**src/rtl/ifu_pkg.sv**
```systemverilog
// Shared types and constants for the instruction-fetch unit.
package ifu_pkg;

    typedef logic [63:0] addr_t;
    typedef logic [31:0] inst_t;

    typedef enum logic [1:0] {
        REQ   = 2'd0,
        WAIT  = 2'd1,
        HOLD  = 2'd2,
        DRAIN = 2'd3
    } fetch_state_t;

    localparam addr_t DEFAULT_RESET_PC = 64'h8000_0000;

    // Sequential fetch step; wraps modulo 2^64 and leaves the low bits alone.
    function automatic addr_t pc_plus4(input addr_t pc);
        return pc + 64'd4;
    endfunction

endpackage

```
**src/rtl/ifetch_ctrl_if.sv**
```systemverilog
// Instruction-bus request/response and decode-side handshake bundle.
interface ifetch_ctrl_if;
    import ifu_pkg::*;

    logic  ireq_valid;
    addr_t ireq_addr;
    logic  ireq_ready;
    logic  iresp_valid;
    inst_t iresp_data;
    logic  out_valid;
    addr_t out_pc;
    inst_t out_instr;
    logic  out_ready;

    modport master (
        output ireq_valid, ireq_addr, out_valid, out_pc, out_instr,
        input  ireq_ready, iresp_valid, iresp_data, out_ready
    );

    modport slave (
        input  ireq_valid, ireq_addr, out_valid, out_pc, out_instr,
        output ireq_ready, iresp_valid, iresp_data, out_ready
    );

endinterface

```
**src/rtl/ifetch_ctrl_pcnxt.sv**
```systemverilog
// Next-PC selection: flush target over redirect target over pc+4 over hold.
module ifetch_ctrl_pcnxt
    import ifu_pkg::*;
(
    input  addr_t pc_i,
    input  logic  inc_en_i,
    input  logic  redirect_valid_i,
    input  addr_t redirect_target_i,
    input  logic  flush_i,
    input  addr_t csr_new_pc_i,
    output addr_t pc_nxt_o,
    output logic  kill_o
);

    always_comb begin
        pc_nxt_o = pc_i;
        kill_o   = flush_i | redirect_valid_i;
        if (flush_i) begin
            pc_nxt_o = csr_new_pc_i;
        end else if (redirect_valid_i) begin
            pc_nxt_o = redirect_target_i;
        end else if (inc_en_i) begin
            pc_nxt_o = pc_plus4(pc_i);
        end
    end

endmodule

```
**src/rtl/ifetch_ctrl.sv**
```systemverilog
// Fetch controller: owns the fetch PC, issues one outstanding request at a time,
// drops responses made stale by a kill and hands instructions to decode.
//
//   state | meaning
//   ------+-------------------------------------------------------------
//   REQ   | request for pc presented on the bus, waiting for acceptance
//   WAIT  | request accepted, response still owed for the current pc
//   HOLD  | fetched instruction offered to decode
//   DRAIN | accepted request is stale, swallowing its response
module ifetch_ctrl
    import ifu_pkg::*;
#(
    parameter addr_t RESET_PC = DEFAULT_RESET_PC
) (
    input  logic          clk,
    input  logic          rst_n,
    input  logic          redirect_valid,
    input  addr_t         redirect_target,
    input  logic          flush,
    input  addr_t         csr_new_pc_i,
    ifetch_ctrl_if.master bus,
    output addr_t         pc_o
);

    fetch_state_t state_q, state_d;
    addr_t        pc_q, pc_d;
    inst_t        instr_q, instr_d;
    logic         run_q, run_d;
    logic         kill;
    logic         adv;

    // run_q keeps ireq_valid low while in reset and for the release cycle.
    assign run_d = 1'b1;

    ifetch_ctrl_pcnxt u_pcnxt (
        .pc_i              (pc_q),
        .inc_en_i          (adv),
        .redirect_valid_i  (redirect_valid & run_q),
        .redirect_target_i (redirect_target),
        .flush_i           (flush & run_q),
        .csr_new_pc_i      (csr_new_pc_i),
        .pc_nxt_o          (pc_d),
        .kill_o            (kill)
    );

    always_comb begin
        state_d = state_q;
        instr_d = instr_q;
        adv     = 1'b0;
        if (run_q) begin
            case (state_q)
                REQ: begin
                    if (bus.ireq_ready) begin
                        state_d = kill ? DRAIN : WAIT;
                    end
                end
                WAIT: begin
                    if (bus.iresp_valid) begin
                        if (kill) begin
                            state_d = REQ;
                        end else begin
                            instr_d = bus.iresp_data;
                            state_d = HOLD;
                        end
                    end else if (kill) begin
                        state_d = DRAIN;
                    end
                end
                HOLD: begin
                    if (kill) begin
                        state_d = REQ;
                    end else if (bus.out_ready) begin
                        adv     = 1'b1;
                        state_d = REQ;
                    end
                end
                DRAIN: begin
                    if (bus.iresp_valid) begin
                        state_d = REQ;
                    end
                end
                default: state_d = REQ;
            endcase
        end
    end

    always_ff @(posedge clk or negedge rst_n) begin
        if (!rst_n) begin
            state_q <= REQ;
            pc_q    <= RESET_PC;
            instr_q <= '0;
            run_q   <= 1'b0;
        end else begin
            state_q <= state_d;
            pc_q    <= pc_d;
            instr_q <= instr_d;
            run_q   <= run_d;
        end
    end

    assign bus.ireq_valid = run_q & (state_q == REQ);
    assign bus.ireq_addr  = pc_q;
    assign bus.out_valid  = (state_q == HOLD);
    assign bus.out_pc     = pc_q;
    assign bus.out_instr  = instr_q;
    assign pc_o           = pc_q;

`ifndef SYNTHESIS
    logic outst_q;
    logic req_pend_q;

    always_ff @(posedge clk or negedge rst_n) begin
        if (!rst_n) begin
            outst_q    <= 1'b0;
            req_pend_q <= 1'b0;
        end else begin
            if (bus.ireq_valid && bus.ireq_ready) begin
                outst_q <= 1'b1;
            end else if (bus.iresp_valid) begin
                outst_q <= 1'b0;
            end
            req_pend_q <= bus.ireq_valid & ~bus.ireq_ready;
        end
    end

    always @(posedge clk) begin
        if (rst_n) begin
            assert (!(bus.ireq_valid && bus.ireq_ready && outst_q))
                else $error("second request accepted while one is outstanding");
            assert (!(bus.iresp_valid && (state_q == REQ || state_q == HOLD)))
                else $error("instruction response outside WAIT/DRAIN");
            assert (!req_pend_q || bus.ireq_valid)
                else $error("ireq_valid dropped without acceptance");
        end
    end
`endif

endmodule

```
**src/flat_wrapper.sv**
```systemverilog
// flat-port wrapper written by rule: the top's interface ports become plain ports
module ifetch_ctrl_flat import ifu_pkg::*;
#(
    parameter addr_t RESET_PC = DEFAULT_RESET_PC
)
  (clk, rst_n, redirect_valid, redirect_target, flush, csr_new_pc_i, pc_o, bus_ireq_valid, bus_ireq_addr, bus_out_valid, bus_out_pc, bus_out_instr, bus_ireq_ready, bus_iresp_valid, bus_iresp_data, bus_out_ready);
  ifetch_ctrl_if bus_i ();
  input  logic clk;
  input  logic rst_n;
  input  logic redirect_valid;
  input  addr_t redirect_target;
  input  logic flush;
  input  addr_t csr_new_pc_i;
  output addr_t pc_o;
  output wire logic [$bits(bus_i.ireq_valid)-1:0] bus_ireq_valid;
  output wire logic [$bits(bus_i.ireq_addr)-1:0] bus_ireq_addr;
  output wire logic [$bits(bus_i.out_valid)-1:0] bus_out_valid;
  output wire logic [$bits(bus_i.out_pc)-1:0] bus_out_pc;
  output wire logic [$bits(bus_i.out_instr)-1:0] bus_out_instr;
  input wire logic [$bits(bus_i.ireq_ready)-1:0] bus_ireq_ready;
  input wire logic [$bits(bus_i.iresp_valid)-1:0] bus_iresp_valid;
  input wire logic [$bits(bus_i.iresp_data)-1:0] bus_iresp_data;
  input wire logic [$bits(bus_i.out_ready)-1:0] bus_out_ready;
  assign bus_ireq_valid = bus_i.ireq_valid;
  assign bus_ireq_addr = bus_i.ireq_addr;
  assign bus_out_valid = bus_i.out_valid;
  assign bus_out_pc = bus_i.out_pc;
  assign bus_out_instr = bus_i.out_instr;
  assign bus_i.ireq_ready = bus_ireq_ready;
  assign bus_i.iresp_valid = bus_iresp_valid;
  assign bus_i.iresp_data = bus_iresp_data;
  assign bus_i.out_ready = bus_out_ready;
  ifetch_ctrl #(.RESET_PC(RESET_PC)) u_core (.clk(clk), .rst_n(rst_n), .redirect_valid(redirect_valid), .redirect_target(redirect_target), .flush(flush), .csr_new_pc_i(csr_new_pc_i), .bus(bus_i), .pc_o(pc_o));
endmodule
```
**config.mk**
```make
export PLATFORM = sky130hd
export DESIGN_NAME = ifetch_ctrl_flat
export DESIGN_NICKNAME = d
export VERILOG_FILES = /design/src/rtl/ifu_pkg.sv /design/src/rtl/ifetch_ctrl_if.sv /design/src/rtl/ifetch_ctrl_pcnxt.sv /design/src/rtl/ifetch_ctrl.sv /design/src/flat_wrapper.sv
export SDC_FILE = /design/constraint.sdc
export NUM_CORES = 1
export LEC_CHECK = 0
export ABC_AREA = 1
export CAP_MARGIN = 25
export CORE_AREA = 2 2 154 156
export DETAILED_ROUTE_END_ITERATION = 8
export DIE_AREA = 0 0 156 158
export HOLD_SLACK_MARGIN = 0.15
export PLACE_DENSITY = 0.74
export SKIP_CTS_REPAIR_TIMING = 1
export SYNTH_ARGS = -nofsm -noshare
export SYNTH_HDL_FRONTEND = slang
export SYNTH_SLANG_ARGS = --single-unit
```
**constraint.sdc**
```tcl
create_clock -name clk -period 1.7 [get_ports clk]
set_clock_uncertainty 0.2 [all_clocks]
set_input_delay 0.34 -clock clk [delete_from_list [all_inputs] [get_ports clk]]
set_output_delay 0.34 -clock clk [all_outputs]
set_load 0.02 [all_outputs]
```
# Word level (Yosys, flattened, before mapping)
# Cells that the tools add are included.
# W data, S select, Z words.
dict set report totals {
  ramBits 0
  latchBits 0
  in_bits 167
  memories 0
  register_bits 99
  rom_bits 0
  word_cells 37
  out_inout_bits 226
}
dict set report classes {
  shift 0
  n_eq_ne 7
  reduce_logical 4
  mux 16
  n_div 0
  addsub 1
  order_cmp 0
  bitwise_logic 5
  mul 0
}
# cell n
set ops {}
lappend ops {{$mux W64} 3}
lappend ops {{$add A64 B3 Y64 const B} 1}
lappend ops {{$mux W2} 8}
lappend ops {{$pmux W2 S4} 1}
lappend ops {{$reduce_and A5 Y1} 1}
lappend ops {{$eq A2 B2 Y1 const B} 2}
lappend ops {{$mux W1} 4}
lappend ops {{$ne A2 B2 Y1 const B} 2}
lappend ops {{$reduce_and A4 Y1} 1}
lappend ops {{$and A1 B1 Y1} 3}
lappend ops {{$ne A3 B1 Y1 const B} 1}
lappend ops {{$ne A3 B2 Y1 const B} 1}
lappend ops {{$reduce_bool A3 Y1} 1}
lappend ops {{$eq A2 B1 Y1 const B} 1}
lappend ops {{$logic_not A2 Y1} 1}
lappend ops {{$not A1 Y1} 1}
lappend ops {{$or A1 B1 Y1} 1}

# Depth between registers and ports, before layout
dict set report logic_depth {
  depth_word 8
  depth_mapped 13
  ltp_nobuf 13
}

# Hierarchy
# A second synthesis with hierarchy kept.
dict set report hier_totals {
  hier_cells 1084
  hier_area_um2 7463.4
}
# module cells_each area_each_um2 seq_area_each_um2 instances
set by_module_without_submodules {}
lappend by_module_without_submodules {ifetch_ctrl 364 4195.3 2478.6 1}
lappend by_module_without_submodules {ifetch_ctrl_pcnxt 720 3268.1 0.0 1}

# Worst setup path before layout
# No wires, ideal clock.
dict set report synth_path {
  path_type {register to register}
  from {reg u_core.pc_q[3], in the netlist u_core.bus.ireq_addr[3]}
  to {reg u_core.pc_q[42], in the netlist u_core.bus.ireq_addr[42]}
  setup_time_ps 117
  arrival_time_ps 1732
  n_path_buf 0
  setup_slack_ps -349
  path_stages_with_launch 13
  period_less_slack_ps 2049
  t_required_ps 1383
  cell_sequence {dfrtp_1 ha_1 inv_1 nor2_1 nand2_2 nor2_4 nand2_1 nor2_1 nand2_1 nand3_1 nand2_1 nand2_1 nand2_1}
}
dict set report synth_between {
  elab_chain_len 4
}
# item line_no
set synth_lines {}
lappend synth_lines {{from (decl)} ifetch_ctrl.sv:26} ;# addr_t pc_q, pc_d;
lappend synth_lines {{from (signal assigned)} ifetch_ctrl.sv:95} ;# pc_q <= pc_d;
lappend synth_lines {{$add A64 B3 Y64} ifu_pkg.sv:18} ;# return pc + 64'd4;
lappend synth_lines {{$mux W64} ifetch_ctrl_pcnxt.sv:22} ;# end else if (inc_en_i) begin
lappend synth_lines {{$mux W64} ifetch_ctrl_pcnxt.sv:20} ;# end else if (redirect_valid_i) begin
lappend synth_lines {{$mux W64} ifetch_ctrl_pcnxt.sv:18} ;# if (flush_i) begin
# No other way between the ends. The select of a mux whose other input is x is not followed.
# A chain may end at the register's enable or synchronous reset.

# Final worst setup path
dict set report layout_path {
  from {reg u_core.pc_q[3], in the netlist u_core.bus.ireq_addr[3]}
  to {reg u_core.pc_q[18], in the netlist u_core.bus.ireq_addr[18]}
}
# Same word-level chain as after synthesis.

==> results.py <==
metrics = {
    "routing": {
        "wire_per_inst_um": 18.3,
        "ant_nets": 0,
        "vias": 10024,
        "drc": 0,
        "totalWireLength_um": 36900,
        "drt-initial-drc-count": 679,
        "first_pass_iters": 5,
        "viasPerCell": 4.97,
    },
    "synth": {
        "synth_area_mm2": 0.00808,
        "synth.most_common_cell": "nand2_1",
        "synth_fa_ha_area_frac": 0.00155,
        "synth_commonest_cells": "434 x nand2_1, 231 x nor2_1, 130 x buf_4, 98 x dfrtp_1, 80 x inv_1",
        "yosys.area_share.simple": 0.369,
        "synthFlopType": "dfrtp_1",
        "synth_compound_area_frac": 0.0768,
        "synthTopCellsByArea": "dfrtp_1 30%, nand2_1 20%, buf_4 12%",
        "synth_top_area_share": 0.304,
        "synth-edff-count": 0,
        "yosysSeqAreaShare": 0.307,
        "ys_warn_count": 0,
        "synth-seq-cells": 99,
        "yosysTopAreaCell": "dfrtp_1",
        "netlist_instances": 1264,
        "async_reset_ff_frac": 1.00,
        "syn_nets": 1432,
        "synthMuxAreaShare": 0.0446,
        "synth_cell_type_count": 34,
        "synth_top_family_by_area": "simple AND/OR/NAND/NOR gates",
        "syn_avg_cell_area_um2": 6.39,
        "synth-xor-area-share": 0.0195,
    },
    "global_route": {
        "antenna_found_initial": 1,
        "grtUsageTotal": 0.265,
        "grt_max_degree": 53,
        "grt_pass1_vias": 9313,
        "grt_pass1_wl_um": 50300,
        "grt_overflow_total": 0,
    },
    "worst_setup_path": {
        "cp-end-kind": "flip-flop",
        "cp-start-kind": "flip-flop",
        "crit_type": "reg -> reg",
        "cp.required_ps": 1800,
        "cp_max_fo": 6,
        "worstPathArrival_ps": 2090,
    },
    "die": {
        "dieArea_mm2": 0.0246,
        "fp.dieH_um": 158,
        "rows": 56,
        "die_w_um": 156,
        "start_util": 0.350,
        "ioPinCount": 393,
        "core-area_mm2": 0.0231,
    },
    "cts": {
        "clk_path_buf_depth": 2,
        "clock-root-buffer": "clkbuf_16",
        "cts_tree": "done",
        "cts_buffers": 9,
        "clk-insertion-delay-late_ps": 370,
        "cts.clk_slew.worst_paths_ps": 80,
        "cts_max_level": 3,
        "cts_sinks": 99,
    },
    "final_layout": {
        "nNetsFinal": 1890,
        "fin_cells": 2017,
        "diodes": 0,
        "fill_cells": 2120,
        "areaGrowthSynthToFinish_pct": 69.3,
        "drive_gt1_frac": 0.361,
    },
    "sta": {
        "rsz0062_at_grt": "true",
        "fin_tns_setup_ps": -11050,
        "worst_hold_slack_ps": 302,
        "drv_slew": 0,
        "fmax_mhz": 501,
        "setup_violations": 62,
        "hold_violations": 0,
        "finalWorstPathRequiredPeriod_ps": 2000,
        "finalCritPeriodShare": 1.17,
        "fin_ws_ps": -295,
    },
    "outcome": {
        "violations": "negative setup slack",
        "status": "finished, violations left",
    },
    "place": {
        "dp.cells": 1968,
        "portBuffers": 392,
        "dpl.hpwl_um": 26800,
        "gp_congestion": 1.01,
        "dpl_worst_slack_ps": -459,
    },
    "pwr": {
        "peakVddDrop_mv": 0.722,
        "p_leak_nw": 7.43,
        "power.density_mw_per_mm2": 1240,
    },
    "job": {
        "drv_cap": 0,
    },
    "min_path": {
        "hp-class": "in -> async",
    },
}
## flip-flops by register name (all words and copies together), names as in the netlist
| register | cells |
|---|---|
| u_core.bus.ireq_addr | 64 |
| u_core.bus.out_instr | 32 |
| u_core.run_q | 1 |
| u_core.state_q | 2 |
## power by group
| group | internal (W) | leakage, nW | switching (W) | total (W) |
|---|---|---|---|---|
| registers | 0.00327 | 1.17 | 0.000814 | 0.00408 |
| logic | 0.00456 | 6.10 | 0.00601 | 0.0106 |
| clock network | 0.00119 | 0.156 | 0.00112 | 0.00231 |
## worst max-delay path, stage by stage (launching register included)
cell,delay (ps)
dfrtp_2,420
ha_4,160
inv_4,40
nor2_4,190
nand2_4,110
nor2_4,140
buf_12,140
buf_4,110
xor2_1,150
nand2_1,70
nand3_1,70
nand2_1,50
nand2_1,60
## stage by stage
stage,area [um2],util,total power (W)
detailed placement,12900,0.559,0.0150
CTS,13200,0.573,0.0174
floorplan,8230,-,0.0101
global route,13700,0.593,0.0179
finish,13700,0.593,0.0170
global placement,12900,0.559,0.0148
## per-layer routing
layer	global-route usage	part of all wire
met5	0	0
met4	0.0738	0.025
met3	0.0569	0.086
met2	0.478	0.51
met1	0.317	0.38
## area by class of cell
class | count | area (um2) | share of cell area
timing repair buffer | 617 | 5440 | 0.398
tap | 290 | 363 | 0.0265
multi-input combinational | 912 | 4680 | 0.342
sequential | 99 | 2530 | 0.185
clock inverter | 7 | 92.6 | 0.00677
clock buffer | 9 | 225 | 0.0165
inverter | 83 | 342 | 0.0250
## kinds of logic after synthesis
family                   Yosys count
multiplexers                      32
XOR/XNOR                          18
buffers and inverters            253
adder cells (fa/ha/maj)            1
other                              1
AND/OR/NAND/NOR                  754
flip-flops                        99
AO/OA/AOI/OAI                    106
## worst paths after layout
check / end / startpoint / slack [ps] / depth (start not counted)
worst max-delay path: u_core.bus.ireq_addr[18] / u_core.bus.ireq_addr[3] / -300 / 12
worst min-delay path: u_core.bus.ireq_addr[39] / rst_n / 300 / 3
worst max register to register: u_core.bus.ireq_addr[18] / u_core.bus.ireq_addr[3] / -300 / 12
worst min register to register: u_core.bus.out_instr[3] / u_core.bus.out_instr[3] / 310 / 1
max in group asynchronous: u_core.bus.ireq_addr[26] / rst_n / 690 / 3
min in group clk: u_core.bus.out_instr[3] / u_core.bus.out_instr[3] / 310 / 1
## cell usage in the layout, fill, tap and decap left out, types with 45 or more instances in the layout
master           netlist  layout
nand2_1              434     393
clkdlybuf4s50_1        0     164
dlymetal6s2s_1         0      57
clkbuf_2               0     150
dfrtp_1               98      53
nand3_1               71      56
dfrtp_2                0      45
buf_4                130     183
inv_1                 80      71
nor2_1               231     182
Power figures use the tool's default switching activity.
